### src/rtl/conv_mul_arbiter.sv
// Round-robin arbiter feeding a shared 2-stage unsigned A x B multiplier.
// Results return on one port with backpressure, tagged with the requester index.
module conv_mul_arbiter #(
    parameter int NUM_REQ  = 4,
    parameter int ID_WIDTH = 2,
    parameter int A_WIDTH  = 8,
    parameter int B_WIDTH  = 21,
    parameter int P_WIDTH  = 29
) (
    input  logic                         ap_clk,
    input  logic                         ap_rst_n,
    input  logic [NUM_REQ-1:0]           req_valid,
    output logic [NUM_REQ-1:0]           req_ready,
    input  logic [NUM_REQ*A_WIDTH-1:0]   req_a,
    input  logic [NUM_REQ*B_WIDTH-1:0]   req_b,
    output logic                         rsp_valid,
    input  logic                         rsp_ready,
    output logic [P_WIDTH-1:0]           rsp_p,
    output logic [ID_WIDTH-1:0]          rsp_id,
    output logic [31:0]                  op_count
);

    logic [ID_WIDTH-1:0] ptr_r;
    logic                v1_r;
    logic [A_WIDTH-1:0]  a1_r;
    logic [B_WIDTH-1:0]  b1_r;
    logic [ID_WIDTH-1:0] id1_r;
    logic                v2_r;
    logic [P_WIDTH-1:0]  p2_r;
    logic [ID_WIDTH-1:0] id2_r;
    logic [31:0]         op_count_r;

    logic                stall_s;
    logic                accept_s;
    logic                grant_any_s;
    logic [NUM_REQ-1:0]  grant_s;
    logic [ID_WIDTH-1:0] grant_id_s;
    logic [ID_WIDTH:0]   scan_s;
    logic [ID_WIDTH:0]   next_ptr_s;
    logic [A_WIDTH-1:0]  a_sel_s;
    logic [B_WIDTH-1:0]  b_sel_s;

    assign stall_s  = v2_r && !rsp_ready;
    assign accept_s = grant_any_s && !stall_s;

    // Round-robin scan starting at ptr; first valid requester wins.
    always_comb begin
        grant_s     = '0;
        grant_id_s  = '0;
        grant_any_s = 1'b0;
        scan_s      = '0;
        for (int k = 0; k < NUM_REQ; k++) begin
            scan_s = {1'b0, ptr_r} + (ID_WIDTH+1)'(k);
            if (scan_s >= (ID_WIDTH+1)'(NUM_REQ)) begin
                scan_s = scan_s - (ID_WIDTH+1)'(NUM_REQ);
            end else begin
                scan_s = scan_s;
            end
            if (!grant_any_s && req_valid[scan_s[ID_WIDTH-1:0]]) begin
                grant_s[scan_s[ID_WIDTH-1:0]] = 1'b1;
                grant_id_s  = scan_s[ID_WIDTH-1:0];
                grant_any_s = 1'b1;
            end else begin
                grant_any_s = grant_any_s;
            end
        end
    end

    // Operand mux for the granted requester.
    always_comb begin
        a_sel_s = '0;
        b_sel_s = '0;
        for (int i = 0; i < NUM_REQ; i++) begin
            if (grant_s[i]) begin
                a_sel_s = req_a[i*A_WIDTH +: A_WIDTH];
                b_sel_s = req_b[i*B_WIDTH +: B_WIDTH];
            end else begin
                a_sel_s = a_sel_s;
            end
        end
    end

    // Pointer successor of the granted index, wrapping at NUM_REQ.
    always_comb begin
        next_ptr_s = {1'b0, grant_id_s} + {{ID_WIDTH{1'b0}}, 1'b1};
        if (next_ptr_s >= (ID_WIDTH+1)'(NUM_REQ)) begin
            next_ptr_s = '0;
        end else begin
            next_ptr_s = next_ptr_s;
        end
    end

    // Accept strobes are suppressed while stalled and while reset is held.
    always_comb begin
        if (!ap_rst_n || stall_s) begin
            req_ready = '0;
        end else begin
            req_ready = grant_s;
        end
    end

    // Priority pointer update on acceptance.
    always_ff @(posedge ap_clk or negedge ap_rst_n) begin
        if (!ap_rst_n) begin
            ptr_r <= '0;
        end else if (accept_s) begin
            ptr_r <= next_ptr_s[ID_WIDTH-1:0];
        end
    end

    // Two-stage multiply pipeline; both stages freeze while stalled.
    always_ff @(posedge ap_clk or negedge ap_rst_n) begin
        if (!ap_rst_n) begin
            v1_r  <= 1'b0;
            a1_r  <= '0;
            b1_r  <= '0;
            id1_r <= '0;
            v2_r  <= 1'b0;
            p2_r  <= '0;
            id2_r <= '0;
        end else if (!stall_s) begin
            v1_r <= accept_s;
            if (accept_s) begin
                a1_r  <= a_sel_s;
                b1_r  <= b_sel_s;
                id1_r <= grant_id_s;
            end
            v2_r  <= v1_r;
            p2_r  <= P_WIDTH'(a1_r) * P_WIDTH'(b1_r);
            id2_r <= id1_r;
        end
    end

    // Delivered-result counter, free-running modulo 2^32.
    always_ff @(posedge ap_clk or negedge ap_rst_n) begin
        if (!ap_rst_n) begin
            op_count_r <= 32'd0;
        end else if (v2_r && rsp_ready) begin
            op_count_r <= op_count_r + 32'd1;
        end
    end

    assign rsp_valid = v2_r;
    assign rsp_p     = p2_r;
    assign rsp_id    = id2_r;
    assign op_count  = op_count_r;

endmodule

### config.mk
export PLATFORM = sky130hd
export DESIGN_NAME = conv_mul_arbiter
export DESIGN_NICKNAME = d
export VERILOG_FILES = /design/src/rtl/conv_mul_arbiter.sv
export SDC_FILE = /design/constraint.sdc
export NUM_CORES = 1
export LEC_CHECK = 0
export CAP_MARGIN = 20
export CORE_MARGIN = 1
export CORE_UTILIZATION = 45
export CTS_CLUSTER_DIAMETER = 150
export DETAILED_ROUTE_END_ITERATION = 7
export PLACE_DENSITY = 0.81
export SLEW_MARGIN = 30
export SYNTH_ARGS = -nofsm -noshare
export SYNTH_HDL_FRONTEND = slang
export SYNTH_SLANG_ARGS = --single-unit
### constraint.sdc
create_clock -name ap_clk -period 5.72 [get_ports ap_clk]
set_input_delay 1.144 -clock ap_clk [delete_from_list [all_inputs] [get_ports ap_clk]]
set_output_delay 1.144 -clock ap_clk [all_outputs]
set_load 0.03 [all_outputs]
==> run metrics, run 1 <==
mux contribution to synthesized area=0.0132; DIE AREA=23000 sq um; post-synthesis sequential area ratio=0.243; RSZ-0062 raised after global routing=false; post-CTS setup buffers=0; Area Growth Syn to Fin=24.6%; CP most frequent cell=fa_1; prevailing post-synth register cell=dfrtp_1; chip width=152 um; Num CTS Buffers=9; total wire length=25200 um; async set-reset flop share out of synthesis=1.00; cells after synthesis=1118; worst path arrival time=5.60 ns; CP Class=reg2reg; max cap viols=0; DRC=0; final hold vios=0; Yosys top cell area share=0.243; number of antenna repair diodes=0; Filler cells=1874; Clock Skew=0.00902 ns; CP endpoint kind=flip-flop; largest family of logic cells by synthesized area=adder cells; total grt overflow=0; Startpoint Class=flip-flop; Reg clk slew, reported paths=0.08 ns; setup TNS=0 ns; Post-Synth XOR/XNOR Area=0.0469; insertion delay to the later sink of the worst-skew pair=0.37 ns; post-synth top area cell=dfrtp_1; simple-gate area share of the yosys netlist=0.186; Initial Util=0.461; Crit-path slowest cell=fa_1; Die Span Y=152 um; global-route wire length before repair=42000 um; vias=8379; Critical Path Fanout Max=10; Synth Register Bits=98; worst path cell trace=and2_1 > fa_1 > fa_1 > fa_1 > inv_1 > fa_1 > inv_1 > ha_1 > or4_1 > o21ai_0 > a21oi_1 > a2111o_1 > and3_1 > o311a_1; I/O pin count=191; Routed WL per cell=16.1 um; complex-gate fraction of the synthesized area=0.137; vias in the first global route=8624; largest net degree at the start of global routing=66; Final period util=0.934; synth unique cells=53; Vias per Instance=5.36; Critical Path Max Stage Delay=0.57 ns; Site Rows=54; total track usage=0.233; PostCTS Resize Cnt=0; status=complete, no violations; Detailed Route Iter0 Violations=431; Placeable Area=21900 sq um; TritonCTS clock tree=built; count of final setup violators=0; Synth area leaders=dfrtp_1, fa_1, and2_1; H-tree depth=3; Cell Area, Synth=10100 sq um; NumNets Final=1571; Post-CTS Hold Fix Bufs=0; Critical Path RT=5.98 ns; clk root buf=clkbuf_16; Worst-Margin Slew=0.704 ns; Synthesized Nets=1410; most frequent cells after synthesis=nand2_1, inv_1, fa_1, and2_1, dfrtp_1; most numerous cell in the Yosys netlist=nand2_1; layout cell share with drive strength beyond 1=0.0421; RD Place Congestion=0.881; Routed Antenna Nets=0; relative slew slack=0.529; yosys warns=0; clk sinks=98; Synth Area per Inst=9.02 sq um; f_max=0.187 GHz; Post-synth EDFFs=0; clock buffer depth=2; Slew Limit Fails=0; PortBufs=190; area share of fa/ha/maj cells after synthesis=0.295; TritonRoute pass-1 iters=5; dpl hpwl=20100 um; Tmin final=5.34 ns; Hold Path Class=reg2reg; initial antenna violation count=0
==> metal layers <==
layer  part of all wire  wire length [um]  GRT usage  vias up
met2               0.49             12300      0.393      297
met5                  0                 0          0        -
li1                   -                 -          -     3959
met1               0.43             11000      0.305     4090
met4              0.021               519     0.0762        0
met3              0.055              1400     0.0368       33
==> layout make-up <==
class	instances	area (sq um)	area share
Multi-Input combinational cell	814	6870	0.547
Sequential cell	98	2450	0.195
Timing Repair Buffer	208	2030	0.162
Inverter	148	556	0.0442
Tap cell	280	350	0.0279
Clock buffer	10	239	0.0190
Clock inverter	6	60.1	0.00478
==> cell usage in the layout, fill, tap and decap left out, drive strengths merged, types with 6 or more instances in the layout <==
| master | n |
|---|---|
| dfrtp | 98 |
| a21o | 10 |
| and3 | 12 |
| o221ai | 30 |
| fa | 114 |
| nand2 | 176 |
| nand4 | 6 |
| a221o | 32 |
| clkbuf | 10 |
| nor2 | 39 |
| o21ai | 57 |
| a21oi | 36 |
| nand3 | 16 |
| inv | 151 |
| nor2b | 9 |
| and2 | 113 |
| clkdlybuf4s50 | 189 |
| buf | 19 |
| xnor2 | 35 |
| ha | 55 |
| xor2 | 19 |
==> worst max-delay path: cells and delay by family, from the launching register on <==
kind | cells | cell delay (ns)
buffers and inverters | 2 | 0.11
adders and majority gates | 5 | 2.36
and+or+nand+nor | 3 | 0.97
AOI/OAI and AO/OA | 4 | 1.32
DFF | 1 | 0.48
==> path summary, 6_finish.rpt <==
kind	startpoint	to	slack, ns	depth (start not counted)
setup / recovery	a1_r[3]$_DFFE_PN0P_	rsp_p[28]$_DFFE_PN0N_	0.38	14
hold / removal	v1_r$_DFFE_PN0N_	rsp_valid$_DFFE_PN0N_	0.47	1
setup reg to reg	a1_r[3]$_DFFE_PN0P_	rsp_p[28]$_DFFE_PN0N_	0.38	14
hold reg to reg	v1_r$_DFFE_PN0N_	rsp_valid$_DFFE_PN0N_	0.47	1
max in group asynchronous	ap_rst_n	op_count[3]$_DFFE_PN0P_	3.85	2
min in group asynchronous	ap_rst_n	rsp_p[2]$_DFFE_PN0N_	0.76	1
==> cells by family after synthesis <==
logic type,after synthesis
muxes,8
DFF,98
xor gates and xnor gates,54
AOI/OAI and AO/OA,195
buffers and inverters,206
adders and majority gates,169
and+or+nand+nor,388
==> metrics by stage <==
stage / hold slack [ns] / utilization / area (sq um) / setup WS (ns) / std cells
6_report: 0.468 / 0.574 / 12600 / 0.378 / 1564
5_1_grt: 0.494 / 0.574 / 12600 / 0.0620 / 1564
4_1_cts: 0.473 / 0.574 / 12600 / 0.393 / 1564
3_5_place_dp: 0.455 / 0.560 / 12300 / 0.423 / 1548
3_3_place_gp: 0.449 / 0.560 / 12300 / 0.501 / 1548
2_1_floorplan: 0.435 / - / 10100 / 0.683 / 1118
==> registers in the layout (all words and copies together), names as in the netlist, named ones only <==
name       cells
rsp_valid      1
id1_r          2
a1_r           8
v1_r           1
b1_r          21
rsp_id         2
rsp_p         29
op_count      32
ptr_r          1
Power of run 1 is left out: the tool's default activity adds up to more than one toggle a clock period on the data nets, which glitch-free logic cannot reach.
==> run 2, diff against run 1 <==
--- a/config.mk
+++ b/config.mk
@@ -10,7 +10,7 @@
 export CORE_UTILIZATION = 45
 export CTS_CLUSTER_DIAMETER = 150
 export DETAILED_ROUTE_END_ITERATION = 7
-export PLACE_DENSITY = 0.81
+export PLACE_DENSITY = 0.83
 export SLEW_MARGIN = 30
 export SYNTH_ARGS = -nofsm -noshare
 export SYNTH_HDL_FRONTEND = slang
==> constraint.sdc (replaced) <==
create_clock -name ap_clk -period 4.46 [get_ports ap_clk]
set_input_delay 0.892 -clock ap_clk [delete_from_list [all_inputs] [get_ports ap_clk]]
set_output_delay 0.892 -clock ap_clk [all_outputs]
set_load 0.03 [all_outputs]
==> run 2 against run 1 <==
  * The flow now finishes with violations (setup timing)
  * Count of clock-buffer cells in the layout is the same
  * Clock skew grew 0.0087 ns
  * Via count grew 9.9%
  * Sequential cell count is the same
  * Cell count grew 7.4%
  * Die area is the same
  * Cell area grew 11%
  * Global-route usage grew 2.8 points
  * Non-clock buffer count grew 115
  * Critical path type unchanged
  * Critical path depth grew 1
  * Sequential share of layout area shrank 1.9 points
==> run metrics, run 2 (synthesis gave the netlist of run 1 again) <==
status=finished with violations; failing checks=setup timing; I/O pin count=191; final core utilization=0.639; clock buffer depth=2; vias=9208; count of final setup violators=15; DIE AREA=23000 sq um; Critical Path RT=4.72 ns; Routed Antenna Nets=0; Vias per Instance=5.48; Hold Path Class=reg2reg; R2R depth=15; Critical Path Fanout Max=6; total grt overflow=0; TritonRoute pass-1 iters=5; Placeable Area=21900 sq um; f_max=0.206 GHz; largest net degree at the start of global routing=66; Clock Skew=0.0178 ns; Detailed Route Iter0 Violations=626; worst hold start=rsp_p[9]$_DFFE_PN0N_; Critical R2R Capture=rsp_p[28]$_DFFE_PN0N_; Final period util=1.09; Reg clk slew, reported paths=0.09 ns; Site Rows=54; most frequent cells in the layout=clkdlybuf4s50_1, nand2_1, inv_1, buf_4, fa_1; Initial Util=0.461; Crit Reg-Reg Startpoint=a1_r[5]$_DFFE_PN0P_; Area Growth Syn to Fin=38.7%; DRC=0; worst path arrival time=5.12 ns; layout cell share with drive strength beyond 1=0.186; relative slew slack=0.431; dpl hpwl=21200 um; Worst-Margin Slew=0.851 ns; total wire length=28900 um; commonest non-fill, non-tap cell in the layout=clkdlybuf4s50_1; clk root buf=clkbuf_16; RD Place Congestion=0.874; total track usage=0.261; global-route wire length before repair=46800 um; TritonCTS clock tree=built; chip width=152 um; PortBufs=190; clk sinks=98; RSZ-0062 raised after global routing=true; Die Span Y=152 um; Startpoint Class=flip-flop; reg-to-reg setup timing slack=-0.40 ns; H-tree depth=3; insertion delay to the later sink of the worst-skew pair=0.37 ns; Slew Limit Fails=0; final hold vios=0; PnR worst setup slack=-0.402 ns; max reg flops=32; Tmin final=4.86 ns; NumNets Final=1686; CP Class=reg2reg; max cap viols=0; CP endpoint kind=flip-flop; hold path endpoint=rsp_p[9]$_DFFE_PN0N_; vias in the first global route=9665; initial antenna violation count=0; Routed WL per cell=17.2 um; Num CTS Buffers=9; number of antenna repair diodes=0; Hold Path Depth=2
-- run 2: cell count changes in the layout (fill, tap and decap cells not counted), sizes merged --
cell / before / now
buf: 19 / 136
bufinv: 0 / 1
clkdlybuf4s50: 189 / 186
clkinv: 1 / 0
clkinvlp: 2 / 0
dlymetal6s2s: 0 / 1
inv: 151 / 153
-- run 2: timing repair --
| item | 4_1_cts | 5_1_grt |
|---|---|---|
| buffers inserted | 20 | 13 |
| setup endpoints to repair | 17 | 19 |
| pin swaps | 44 | 45 |
| hold buffers | 0 | 0 |
| resized for setup | 71 | 43 |
| cloned | 0 | 1 |
| hold endpoints to repair | 0 | 0 |
-- run 2: worst max-delay path, cell delays in order (launching register included) --
cell      delay (ns)
dfrtp_2         0.48
buf_6           0.14
and2_1          0.16
fa_1            0.53
fa_1            0.47
fa_1            0.51
inv_1           0.05
fa_1            0.48
inv_1           0.05
ha_2            0.17
or4_4           0.54
o21ai_4         0.21
a21oi_4         0.10
a2111o_1        0.41
and3_4          0.20
o311a_1         0.28
-- run 2: layer usage --
layer | wire (um) | part of all wire | track usage | vias to the layer above
met2 | 15600 | 0.54 | 0.475 | 277
met1 | 11200 | 0.39 | 0.306 | 4633
met4 | 960 | 0.033 | 0.110 | 0
met5 | 0 | 0 | 0 | -
li1 | - | - | - | 4212
met3 | 1210 | 0.042 | 0.0350 | 86
-- run 2: final cells by class --
class                           instances  area, sq um
Fill cell                            1700         7910
Clock buffer                           10          239
Sequential cell                        98         2460
Tap cell                              280          350
Clock inverter                          6         76.3
Timing Repair Buffer                  323         2990
Inverter                              148          556
Multi-Input combinational cell        814         7310
-- run 2: metrics by stage --
stage / instance area (sq um) / hold WS, ns / setup TNS [ns] / instances / setup slack [ns]
3_5_place_dp: 13100 / 0.459 / -4.81 / 1632 / -0.518
3_3_place_gp: 13100 / 0.452 / -3.17 / 1632 / -0.385
4_1_cts: 13800 / 0.474 / -2.82 / 1666 / -0.303
2_1_floorplan: 10300 / 0.435 / -0.281 / 1118 / -0.156
6_report: 14000 / 0.469 / -3.61 / 1679 / -0.402
5_1_grt: 14000 / 0.505 / -6.05 / 1679 / -0.520
-- run 2: worst max path at each step --
| stage | slack, ns | to | cells past startpoint | from |
|---|---|---|---|---|
| 3_3_place_gp | -0.39 | rsp_p[28]$_DFFE_PN0N_ | 17 | a1_r[5]$_DFFE_PN0P_ |
| 5_1_grt | -0.52 | rsp_p[28]$_DFFE_PN0N_ | 15 | b1_r[10]$_DFFE_PN0P_ |
| 6_report | -0.40 | rsp_p[28]$_DFFE_PN0N_ | 15 | a1_r[5]$_DFFE_PN0P_ |
| 2_1_floorplan | -0.16 | rsp_p[28]$_DFFE_PN0N_ | 15 | a1_r[5]$_DFFE_PN0P_ |
| 3_5_place_dp | -0.52 | rsp_p[27]$_DFFE_PN0N_ | 18 | a1_r[4]$_DFFE_PN0P_ |
| 4_1_cts | -0.30 | rsp_p[23]$_DFFE_PN0N_ | 17 | a1_r[2]$_DFFE_PN0P_ |
Power of run 2 is left out for the same reason.
==> run 3, diff against run 2 <==
--- a/config.mk
+++ b/config.mk
@@ -5,12 +5,15 @@
 export SDC_FILE = /design/constraint.sdc
 export NUM_CORES = 1
 export LEC_CHECK = 0
+export ABC_AREA = 1
 export CAP_MARGIN = 20
 export CORE_MARGIN = 1
 export CORE_UTILIZATION = 45
 export CTS_CLUSTER_DIAMETER = 150
 export DETAILED_ROUTE_END_ITERATION = 7
-export PLACE_DENSITY = 0.83
+export DONT_BUFFER_PORTS = 1
+export GPL_ROUTABILITY_DRIVEN = 0
+export PLACE_DENSITY = 0.72
 export SLEW_MARGIN = 30
 export SYNTH_ARGS = -nofsm -noshare
 export SYNTH_HDL_FRONTEND = slang
==> run 3 against run 2 <==
  * The run still ends with setup timing left
  * Cell count up 20%
  * Synthesized cell count up 45%
  * Register-to-register slack better by 0.36 ns
  * Wire length up 12%
  * Via count up 15%
  * Count of clock-buffer cells in the layout down 1
  * Cell area down 0.80%
  * Fmax up 8.0%
  * Core utilization down 7.3 points
==> run metrics, run 3 <==
clk sinks=98; Clock Skew=0.0113 ns; total track usage=0.234; number of antenna repair diodes=0; prevailing post-synth register cell=dfrtp_1; max reg flops=32; hold slack=0.201 ns; H-tree depth=3; post-synthesis sequential area ratio=0.216; Synth area leaders=dfrtp_1, fa_1, nand2_1; post-synth top area cell=dfrtp_1; TritonRoute pass-1 iters=5; max cap viols=0; failing checks=setup timing; total grt overflow=0; R2R depth=21; DRC=0; Seq. cell area=2460 sq um; RSZ-0062 raised after global routing=true; Slew Limit Fails=0; chip width=161 um; Routed Antenna Nets=0; f_max=0.222 GHz; initial antenna violation count=0; Site Rows=57; yosys warns=0; Filler cells=2117; Vias per Instance=5.23; Synth Register Bits=98; clock buffer depth=2; count of final setup violators=1; Crit Reg-Reg Startpoint=a1_r[4]$_DFFE_PN0P_; cells after synthesis=1617; reg-to-reg setup timing slack=-0.04 ns; Final period util=1.01; crit path to=rsp_p[23]$_DFFE_PN0N_; most numerous cell in the Yosys netlist=nand2_1; Area Growth Syn to Fin=22.1%; Synthesized Nets=1909; most frequent cells in the layout=nand2_1, inv_1, buf_4, fa_1, dfrtp_1; area taken by multi-input logic gates=8160 sq um; Hold Path Class=in2async; NumNets Final=1980; Post-synth EDFFs=0; Critical Path Fanout Max=5; Reg clk slew, reported paths=0.08 ns; Die Span Y=161 um; layout cell share with drive strength beyond 1=0.229; Post-CTS Hold Fix Bufs=0; Critical path origin=a1_r[4]$_DFFE_PN0P_; DIE AREA=25900 sq um; Critical Path RT=4.72 ns; total wire length=32400 um; commonest non-fill, non-tap cell in the layout=nand2_1; worst path arrival time=4.76 ns; Yosys top cell area share=0.216; PnR worst setup slack=-0.0405 ns; CP endpoint kind=flip-flop; synth unique cells=42; dpl hpwl=22300 um; PortBufs=0; TritonCTS clock tree=built; status=finished with violations; insertion delay to the later sink of the worst-skew pair=0.38 ns; Tmin final=4.50 ns; Critical R2R Capture=rsp_p[23]$_DFFE_PN0N_; async set-reset flop share out of synthesis=1.00; largest net degree at the start of global routing=100; Detailed Route Iter0 Violations=990; I/O pin count=191; Placeable Area=24500 sq um; Startpoint Class=flip-flop; Routed WL per cell=16.1 um; Synth Area per Inst=7.03 sq um; most frequent cells after synthesis=nand2_1, inv_1, fa_1, dfrtp_1, nand3_1; global-route wire length before repair=49000 um; vias=10557; clk root buf=clkbuf_16; vias in the first global route=10236; Initial Util=0.463; final core utilization=0.565; CP Class=reg2reg; Worst-Margin Slew=0.996 ns; Num CTS Buffers=9; final hold vios=0; Cell Area, Synth=11400 sq um; relative slew slack=0.332
run 3: changes by cell type after synthesis, sizes merged, moves of 24 or more:
cell	previous run	this run
inv	148	359
o21a	5	30
nand2	176	548
a221o	32	0
o21ai	57	32
nand3	16	72
a21oi	36	60
o221ai	30	0
and2	113	0
run 3: metal layers:
layer  vias to the layer above  GRT usage  wire length (um)
met3                        83     0.0434              2340
met2                       480      0.410             16100
met1                      5020      0.302             13100
met5                         -          0                 0
met4                         0     0.0407               869
li1                       4974          -                 -
run 3: timing repair:
| action | in CTS | in global routing |
|---|---|---|
| setup endpoints to repair | 16 | 19 |
| gates resized for setup | 57 | 227 |
| setup buffers | 4 | 17 |
| cloned | 1 | 4 |
| pin swaps | 15 | 151 |
run 3: through the flow:
| stage | cells | setup slack (ns) | area, sq um | setup TNS [ns] |
|---|---|---|---|---|
| 6_report | 2017 | -0.0405 | 13900 | -0.0405 |
| 5_1_grt | 2017 | -0.169 | 13900 | -1.42 |
| 4_1_cts | 1997 | -0.0191 | 13000 | -0.0305 |
| 3_5_place_dp | 1976 | -0.140 | 12300 | -0.681 |
| 3_3_place_gp | 1976 | -0.154 | 12300 | -0.503 |
| 2_1_floorplan | 1617 | 0.0321 | 11400 | 0 |
run 3: worst min-delay path by stage:
stage | from | slack, ns | end
floorplan | v1_r$_DFFE_PN0N_ | 0.42 | rsp_valid$_DFFE_PN0N_
global placement | v1_r$_DFFE_PN0N_ | 0.43 | rsp_valid$_DFFE_PN0N_
detailed placement | v1_r$_DFFE_PN0N_ | 0.45 | rsp_valid$_DFFE_PN0N_
CTS | ap_rst_n | 0.20 | op_count[5]$_DFFE_PN0P_
global route | ap_rst_n | 0.19 | op_count[8]$_DFFE_PN0P_
finish | ap_rst_n | 0.20 | rsp_p[4]$_DFFE_PN0N_
run 3: worst max-delay path, stage by stage, from the launching register on:
cell     delay [ns]
dfrtp_2        0.50
buf_12         0.17
nand2_4        0.05
inv_2          0.05
fa_1           0.53
fa_1           0.52
fa_1           0.51
inv_2          0.04
fa_1           0.53
inv_2          0.06
ha_4           0.22
a21oi_2        0.15
inv_2          0.09
a31oi_4        0.18
o21ai_2        0.08
inv_1          0.08
nand2_1        0.09
nand2_1        0.09
nand2_1        0.07
or2_4          0.23
nand3_2        0.06
nand2_1        0.08
run 3: final cells by class:
cell class	instances	share of cell area
Clock inverter	7	0.00514
Sequential cell	98	0.177
Timing Repair Buffer	132	0.0861
Clock buffer	9	0.0162
Multi-Input combinational cell	1088	0.588
Inverter	359	0.0977
Tap cell	324	0.0292
run 3: kinds of logic after synthesis:
group,share of synthesized area
buffers and inverters,0.148
adder cells (fa/ha/maj),0.261
flip-flops,0.216
AND/OR/NAND/NOR,0.264
XOR/XNOR,0.0285
AO/OA/AOI/OAI,0.0814
multiplexers,0.000991
Power of run 3 is left out for the same reason.
